### src/rtl/fwd_hazard_ctrl.sv
// Hazard controller for the 5-stage core: EX operand forwarding selects,
// load-use stall, branch flush, pipeline freeze and a stall-cycle counter.
module fwd_hazard_ctrl #(
    parameter int REG_ADDR_W = 5,
    parameter int CNT_W      = 16
) (
    input  logic                  clk_i,
    input  logic                  rst_i,
    input  logic                  id_valid_i,
    input  logic [REG_ADDR_W-1:0] id_rs_i,
    input  logic [REG_ADDR_W-1:0] id_rt_i,
    input  logic                  id_uses_rt_i,
    input  logic [REG_ADDR_W-1:0] id_rd_i,
    input  logic                  id_regwrite_i,
    input  logic                  id_memread_i,
    input  logic                  branch_taken_i,
    input  logic                  mem_busy_i,
    output logic [1:0]            fwd_a_sel_o,
    output logic [1:0]            fwd_b_sel_o,
    output logic                  pc_write_o,
    output logic                  ifid_write_o,
    output logic                  ifid_flush_o,
    output logic                  idex_flush_o,
    output logic [CNT_W-1:0]      stall_cnt_o
);

    localparam logic [1:0] SEL_RF  = 2'b00;
    localparam logic [1:0] SEL_WB  = 2'b01;
    localparam logic [1:0] SEL_ALU = 2'b10;

    // The MEM/WB shadow is never a comparison source: by the time the consumer
    // sits in EX its data comes from EX/MEM or MEM/WB, both captured one stage earlier.
    logic                  ex_valid_q, ex_regwrite_q, ex_memread_q;
    logic [REG_ADDR_W-1:0] ex_rd_q;
    logic                  mem_valid_q, mem_regwrite_q;
    logic [REG_ADDR_W-1:0] mem_rd_q;
    logic                  ex_valid_d, ex_regwrite_d, ex_memread_d;
    logic [REG_ADDR_W-1:0] ex_rd_d;

    logic [1:0][1:0]       fwd_sel_q;
    logic [1:0][1:0]       fwd_sel_d;
    logic [CNT_W-1:0]      stall_cnt_q, stall_cnt_d;

    logic                  load_use;
    logic                  bubble;
    logic [1:0][REG_ADDR_W-1:0] src_reg;
    logic [1:0]            src_en;
    logic [1:0]            hit_ex, hit_mem;

    assign src_reg[0] = id_rs_i;
    assign src_en[0]  = 1'b1;
    assign src_reg[1] = id_rt_i;
    assign src_en[1]  = id_uses_rt_i;

    assign load_use = id_valid_i & ex_valid_q & ex_memread_q & (ex_rd_q != '0) &
                      ((ex_rd_q == id_rs_i) | (id_uses_rt_i & (ex_rd_q == id_rt_i)));
    assign bubble   = branch_taken_i | load_use;

    generate
        for (genvar gi = 0; gi < 2; gi++) begin : g_operand
            assign hit_ex[gi]  = src_en[gi] & ex_valid_q & ex_regwrite_q &
                                 (ex_rd_q != '0) & (ex_rd_q == src_reg[gi]);
            assign hit_mem[gi] = src_en[gi] & mem_valid_q & mem_regwrite_q &
                                 (mem_rd_q != '0) & (mem_rd_q == src_reg[gi]);
            // Youngest producer wins; a bubble entering EX never forwards.
            assign fwd_sel_d[gi] = bubble      ? SEL_RF  :
                                   hit_ex[gi]  ? SEL_ALU :
                                   hit_mem[gi] ? SEL_WB  : SEL_RF;
        end
    endgenerate

    always_comb begin
        ex_valid_d    = id_valid_i;
        ex_regwrite_d = id_regwrite_i;
        ex_memread_d  = id_memread_i;
        ex_rd_d       = id_rd_i;
        if (bubble) begin
            ex_valid_d    = 1'b0;
            ex_regwrite_d = 1'b0;
            ex_memread_d  = 1'b0;
        end
    end

    always_comb begin
        stall_cnt_d = stall_cnt_q;
        if (load_use && !branch_taken_i && (stall_cnt_q != {CNT_W{1'b1}}))
            stall_cnt_d = stall_cnt_q + CNT_W'(1);
    end

    always_ff @(posedge clk_i) begin
        if (rst_i) begin
            ex_valid_q     <= 1'b0;
            ex_regwrite_q  <= 1'b0;
            ex_memread_q   <= 1'b0;
            ex_rd_q        <= '0;
            mem_valid_q    <= 1'b0;
            mem_regwrite_q <= 1'b0;
            mem_rd_q       <= '0;
            fwd_sel_q      <= '0;
            stall_cnt_q    <= '0;
        end else if (!mem_busy_i) begin
            ex_valid_q     <= ex_valid_d;
            ex_regwrite_q  <= ex_regwrite_d;
            ex_memread_q   <= ex_memread_d;
            ex_rd_q        <= ex_rd_d;
            mem_valid_q    <= ex_valid_q;
            mem_regwrite_q <= ex_regwrite_q;
            mem_rd_q       <= ex_rd_q;
            fwd_sel_q      <= fwd_sel_d;
            stall_cnt_q    <= stall_cnt_d;
        end
    end

    always_comb begin
        pc_write_o   = 1'b1;
        ifid_write_o = 1'b1;
        ifid_flush_o = 1'b0;
        idex_flush_o = 1'b0;
        if (rst_i) begin
            pc_write_o   = 1'b0;
            ifid_write_o = 1'b0;
            ifid_flush_o = 1'b1;
            idex_flush_o = 1'b1;
        end else if (mem_busy_i) begin
            pc_write_o   = 1'b0;
            ifid_write_o = 1'b0;
        end else if (branch_taken_i) begin
            ifid_flush_o = 1'b1;
            idex_flush_o = 1'b1;
        end else if (load_use) begin
            pc_write_o   = 1'b0;
            ifid_write_o = 1'b0;
            idex_flush_o = 1'b1;
        end
    end

    assign fwd_a_sel_o = fwd_sel_q[0];
    assign fwd_b_sel_o = fwd_sel_q[1];
    assign stall_cnt_o = stall_cnt_q;

endmodule

### config.mk
export PLATFORM = sky130hd
export DESIGN_NAME = fwd_hazard_ctrl
export DESIGN_NICKNAME = d
export VERILOG_FILES = /design/src/rtl/fwd_hazard_ctrl.sv
export SDC_FILE = /design/constraint.sdc
export NUM_CORES = 1
export LEC_CHECK = 0
export ABC_AREA = 0
export CORE_AREA = 2 2 64 66
export CTS_BUF_LIST = sky130_fd_sc_hd__clkbuf_4 sky130_fd_sc_hd__clkbuf_8
export DETAILED_ROUTE_END_ITERATION = 10
export DIE_AREA = 0 0 66 68
export DONT_BUFFER_PORTS = 1
export GPL_ROUTABILITY_DRIVEN = 0
export PLACE_DENSITY = 0.61
export SYNTH_ARGS = -nofsm -noshare
export SYNTH_HDL_FRONTEND = slang
export SYNTH_SLANG_ARGS = --single-unit
### constraint.sdc
create_clock -name clk_i -period 2.8 [get_ports clk_i]
set_clock_uncertainty 0.05 [all_clocks]
set_input_delay 0.42 -clock clk_i [delete_from_list [all_inputs] [get_ports clk_i]]
set_output_delay 0.42 -clock clk_i [all_outputs]
set_load 0.02 [all_outputs]
==> metrics.cfg, run 1 <==
[outcome]
outcome=finished clean

[clock_network]
clk_latency_ps=290
ctsResizeCount=0
cts_hold_buf=0
clkTransAtPathRegs_ps=70
htree_levels=2
cts_root_buffer=clkbuf_8
clk_path_buf_depth=2
numCtsBuffers=5
post_cts_buffers=0
cts_tree=done
cts_num_sinks=35

[sta]
slew_viol_final=0
setup_slack_ps=304
hold_viol=0
rsz0062_at_grt=no
max_freq_ghz=0.401
tightest_slew_ps=931
maxSlewHeadroom_pct=38.0
timing.setup.tns_ps=0
setup_viol=0
period_minus_slack_ps=2500
fin_crit_sh_pct=89.1

[placed_design]
dpl.cell_count=243
hpwl_mm=2.99
dpl_worst_slack_ps=465
io_buffers=0

[finish]
drive_gt1_share_pct=8.00
nets=224
area_growth_pct=6.65
final_cells=250
antenna_cells=0
nFillCells=386
finish.utilization_pct=50.0

[yosys]
synthTopCellsByArea=dfxtp_1 39%, mux2i_1 7.2%, xor2_1 6.8%
synthArstFlopShare_pct=0
ys_seq_elements=35
ys_types=45
yosysWarnings=0
yosys.area.top_type=dfxtp_1
synth_edf_count=0
yosys_most_used_dff=dfxtp_1
synth.avg_cell_area_um2=8.99
syn-cell-area_mm2=0.00181
ys_seq_area_share_pct=38.8
syn_inst=201
synth_top_cell_area_share_pct=38.8
synth_nets=225

[floorplan]
start_util_pct=46.9
die-width_um=66
die_h_um=68
core.rowCount=23
core-area_mm2=0.00386
die-area_mm2=0.00449
io_pins=47

[flow_run]
drv_cap=0

[setup_path]
crit_start=ex_rd_q[0]
worstSetupEndpointType=primary output
crit_chain=or4_1 -> o21ai_1 -> o21bai_2 -> nor2_1 -> nor3_1 -> buf_4
regToRegStartpoint=stall_cnt_o[0]
path_buf_inv=1
cp_max_fo=8
crit_arrival_ps=2030
cp.required_ps=2330
worstSetupPathType=register to primary output
slowest_stage=or4_1
start_kind=register
cp_top_family=simple AND/OR/NAND/NOR gates
slowest_delay_ps=550

[power]
ir_drop_v=0.000371
p_per_area_mw_per_mm2=532
power.leakage_uw=0.000709

[min_path]
hp-start=rst_i
holdCritPathClass=input port to register

[global_route]
grt_pass1_wl_mm=6.65
grt_pass1_vias=1425
antenna_found_initial=0
grt_max_degree=42
grt_overflow=0
grtUsageTotal_pct=19.8

[detailed_routing]
ant_nets=0
vias_per_cell=6.06
drc=0
wl_per_cell_um=16.6
drtIter0Drc=89
firstDrtPassIters=4
routed-via-count=1514
wirelength_mm=4.14

-- area by class of cell --
type	instances	area [µm²]	area share, %
inverters	3	11.3	0.584
repair buffers	1	7.51	0.390
clock buffers	6	76.3	3.96
well taps	50	62.6	3.25
flip-flops and latches	35	701	36.4
clock inverters	1	30.0	1.56
multi-input cells	154	1040	53.9
-- power by group --
group,leakage [µW],internal (µW),switching (µW)
clock,0.0000547,270,176
sequential,0.000284,507,12.3
combinational,0.000370,31.9,26.8
total,0.000709,809,215
-- worst paths after layout --
kind | depth (start not counted) | to | slack, ps
worst min-delay path | 1 | stall_cnt_o[2] | 140
worst max register to register | 7 | stall_cnt_o[9] | 430
worst max-delay path | 6 | pc_write_o | 300
worst min register to register | 2 | ex_memread_q | 460
-- placed cells by master, fill, tap and decap left out, types with 2 or more instances in the layout --
master,instances
inv_1,3
mux2i_1,13
or3_1,11
a32oi_1,5
nor2_1,21
dfxtp_1,35
a21o_1,2
xor2_1,14
nor4_1,3
o21ai_1,9
a21oi_1,11
nand3_1,9
and3_1,2
clkbuf_8,5
nor3_1,3
nand4_1,5
o31ai_1,4
nor2b_1,2
and4_1,2
nand2_1,5
xnor2_1,8
or4_1,6
-- state kept, by name, summed over array words and instances (netlist names) --
register,flops
ex_regwrite_q,1
mem_regwrite_q,1
mem_rd_q,5
ex_memread_q,1
fwd_a_sel_o,2
fwd_b_sel_o,2
mem_valid_q,1
ex_rd_q,5
stall_cnt_o,16
ex_valid_q,1
-- worst reg2reg max path, delay by kind of cell (launching register included) --
kind,cells,cell delay (ps)
and+or+nand+nor,4,1030
adders and majority gates,1,310
AOI/OAI and AO/OA,2,480
DFF,1,430
-- through the flow --
stage | area (µm²) | power (µW) | hold slack [ps]
floorplan | 1810 | 590 | 392
global placement | 1820 | 587 | 415
detailed placement | 1820 | 589 | 443
CTS | 1930 | 1040 | 129
global route | 1930 | 1070 | 131
finish | 1930 | 1020 | 141
-- routing by layer --
metal,share of wire [%],routed length (µm),global-route usage [%]
met1,40,1680,21.8
met5,0,0,0
met4,2.4,100,10.5
met3,6.2,255,7.40
met2,51,2110,33.6
-- cells by family (layout without fill, tap and decap cells) --
| logic type | count (synthesis) | count (layout) | synth area share, % |
|---|---|---|---|
| fa+ha+maj | 1 | 1 | 0.692 |
| simple gates | 79 | 79 | 24.2 |
| mux | 13 | 13 | 7.20 |
| flops | 35 | 35 | 38.8 |
| xor+xnor | 22 | 22 | 10.7 |
| buf+inv | 12 | 11 | 3.74 |
| compound gates | 39 | 39 | 14.7 |
-- Yosys cell counts, types with 2 or more instances --
cell type	number
nor2b_1	2
xnor2_1	8
or3_1	11
inv_1	3
a21oi_1	11
xor2_1	14
or4_1	6
nor3_1	3
dfxtp_1	35
and4_1	2
mux2i_1	13
nor4_1	3
o31ai_1	4
nand2_1	5
nor2_1	21
a21o_1	2
nand3_1	9
o21ai_1	9
nand4_1	5
and3_1	2
clkbuf_1	5
a32oi_1	5
(Power assumes the default switching activity.)
==> run 2, diff against run 1 <==
--- a/config.mk
+++ b/config.mk
@@ -13,6 +13,7 @@
 export DONT_BUFFER_PORTS = 1
 export GPL_ROUTABILITY_DRIVEN = 0
 export PLACE_DENSITY = 0.61
+export SLEW_MARGIN = 0
 export SYNTH_ARGS = -nofsm -noshare
 export SYNTH_HDL_FRONTEND = slang
 export SYNTH_SLANG_ARGS = --single-unit
==> constraint.sdc (replaced) <==
create_clock -name clk_i -period 3 [get_ports clk_i]
set_clock_uncertainty 0.05 [all_clocks]
set_input_delay 0.45 -clock clk_i [delete_from_list [all_inputs] [get_ports clk_i]]
set_output_delay 0.45 -clock clk_i [all_outputs]
set_load 0.02 [all_outputs]
==> run 2 against run 1 <==
Effect of this change:
- die area unchanged
- combinational power shrank 7.8%
- utilization decreased by 0.78 points
- total power decreased by 16%
- design area fell by 1.6%
- register-to-register slack better by 230 ps
- highest routed layer unchanged
==> metrics.cfg, run 2 (synthesis results as in run 1) <==
[clock_network]
cts_root_buffer=clkbuf_8  ; unchanged
htree_levels=2  ; unchanged
clk_latency_ps=290  ; about the same
clkTransAtPathRegs_ps=60  ; was 70 ps
post_cts_buffers=0  ; unchanged
clk_path_buf_depth=2  ; unchanged
cts_num_sinks=35  ; unchanged
cts_tree=done  ; unchanged
ctsResizeCount=0  ; unchanged
cts_hold_buf=0  ; unchanged
numCtsBuffers=5  ; unchanged

[sta]
tightest_slew_ps=952  ; was 931 ps
slew_viol_final=0  ; unchanged
fin_crit_sh_pct=84.2
hold_viol=0  ; unchanged
max_freq_ghz=0.396
setup_viol=0  ; unchanged
period_minus_slack_ps=2530
rsz0062_at_grt=no  ; unchanged
setup_slack_ps=474  ; was 304 ps
whs_ps=175  ; was 141 ps
maxSlewHeadroom_pct=36.5  ; was 38.0%
timing.setup.tns_ps=0  ; unchanged

[detailed_routing]
wl_met3_um=322  ; was 255 µm
wirelength_mm=4.09  ; was 4.14 mm
drc=0  ; unchanged
highest_layer=met4  ; unchanged
ant_nets=0  ; unchanged
vias_per_cell=5.99  ; was 6.06
wl_met1_mm=1.65  ; was 1.68 mm
firstDrtPassIters=4  ; unchanged
dr_wl_met2_mm=2.04  ; was 2.11 mm
wl_per_cell_um=16.4  ; was 16.6 µm
routed-via-count=1492  ; was 1,514
drtIter0Drc=90  ; was 89

[finish]
layout.cells.most_common_list=35 x dfxtp_1, 21 x nor2_1, 14 x xor2_1  ; unchanged
area_growth_pct=4.99  ; was 6.65%
nets=224  ; unchanged
largest_reg_flops=16  ; unchanged
final_common_cell=dfxtp_1  ; unchanged
drive_gt1_share_pct=7.54  ; was 8.00%
antenna_cells=0  ; unchanged

[flow_run]
drv_cap=0  ; unchanged

[setup_path]
cp_max_fo=8  ; unchanged
reg2reg_depth=7  ; unchanged
cp.required_ps=2500  ; was 2330 ps
slowest_delay_ps=540  ; was 550 ps
r2r_slack_ps=660  ; was 430 ps
slowest_stage=or4_1  ; unchanged
crit_chain=or4_1 -> o21ai_1 -> o21bai_2 -> nor2_1 -> nor3_1 -> buf_4  ; unchanged
worstSetupEndpointType=primary output  ; unchanged
crit_arrival_ps=2030  ; about the same
regToRegStartpoint=stall_cnt_o[0]  ; unchanged
start_kind=register  ; unchanged
r2r-end=stall_cnt_o[11]  ; was stall_cnt_o[9]
worstSetupPathType=register to primary output  ; unchanged

[global_route]
grt_pass1_vias=1410  ; was 1,425
grt_max_degree=42  ; unchanged
grt_overflow=0  ; unchanged
antenna_found_initial=0  ; unchanged
grtUsageTotal_pct=19.8  ; about the same
grt_pass1_wl_mm=6.60  ; was 6.65 mm

[floorplan]
start_util_pct=46.9  ; unchanged
core-area_mm2=0.00386  ; unchanged
die-area_mm2=0.00449  ; unchanged
core.rowCount=23  ; unchanged
die-width_um=66  ; unchanged
die_h_um=68  ; unchanged
io_pins=47  ; unchanged

[power]
p_per_area_mw_per_mm2=453  ; was 532 mW/mm²
power.leakage_uw=0.000695  ; was 0.000709 µW
ir_drop_v=0.000308  ; was 0.000371 V

[outcome]
outcome=finished clean  ; unchanged

[min_path]
hp-start=rst_i  ; unchanged
min_to=stall_cnt_o[2]  ; unchanged
holdCritPathClass=input port to register  ; unchanged
hold_depth=1  ; unchanged

[placed_design]
dpl_worst_slack_ps=694  ; was 465 ps
hpwl_mm=2.98  ; was 2.99 mm
io_buffers=0  ; unchanged

run 2: cell count changes in the layout (fill, tap and decap cells not counted):
cell       previous run  this run
bufinv_16             1         0
run 2: cell type report:
| cell class | instances | area (µm²) |
|---|---|---|
| clock buffers | 6 | 76.3 |
| fillers | 385 | 1960 |
| inverters | 3 | 11.3 |
| multi-input cells | 154 | 1040 |
| flip-flops and latches | 35 | 701 |
| well taps | 50 | 62.6 |
| repair buffers | 1 | 7.51 |
run 2: power by group:
group          switching, µW  total [µW]  internal [µW]  leakage [µW]
logic                   24.4        54.1           29.7      0.000370
registers               11.6         485            473      0.000284
clock network            156         320            163     0.0000406
total                    192         859            666      0.000695
run 2: worst max-delay path, delay by kind of cell (launching register included):
kind	cells	cell delay, ps
AO/OA/AOI/OAI	2	410
buffers and inverters	1	210
flip-flops	1	370
AND/OR/NAND/NOR	3	750
run 2: worst max-delay path by stage:
stage | startpoint | slack, ps | depth (start not counted) | to
after floorplan | ex_rd_q[0] | 470 | 6 | pc_write_o
after CTS | ex_rd_q[1] | 470 | 6 | ifid_write_o
final | ex_rd_q[1] | 470 | 6 | ifid_write_o
after global placement | stall_cnt_o[0] | 780 | 7 | stall_cnt_o[9]
after detailed placement | stall_cnt_o[0] | 690 | 7 | stall_cnt_o[9]
after global routing | ex_rd_q[1] | 330 | 6 | pc_write_o
run 2: metal layers:
metal	track usage, %	vias up
li1	-	735
met1	20.5	714
met2	35.6	36
met3	7.73	7
met4	9.18	0
met5	0	-
run 2: stage by stage:
| step | instances | util, % | power [µW] | cell area (µm²) |
|---|---|---|---|---|
| 2_1_floorplan | 201 | - | 550 | 1810 |
| 3_3_place_gp | 243 | 47.2 | 548 | 1820 |
| 3_5_place_dp | 243 | 47.2 | 550 | 1820 |
| 4_1_cts | 249 | 49.2 | 868 | 1900 |
| 5_1_grt | 249 | 49.2 | 894 | 1900 |
| 6_report | 249 | 49.2 | 859 | 1900 |
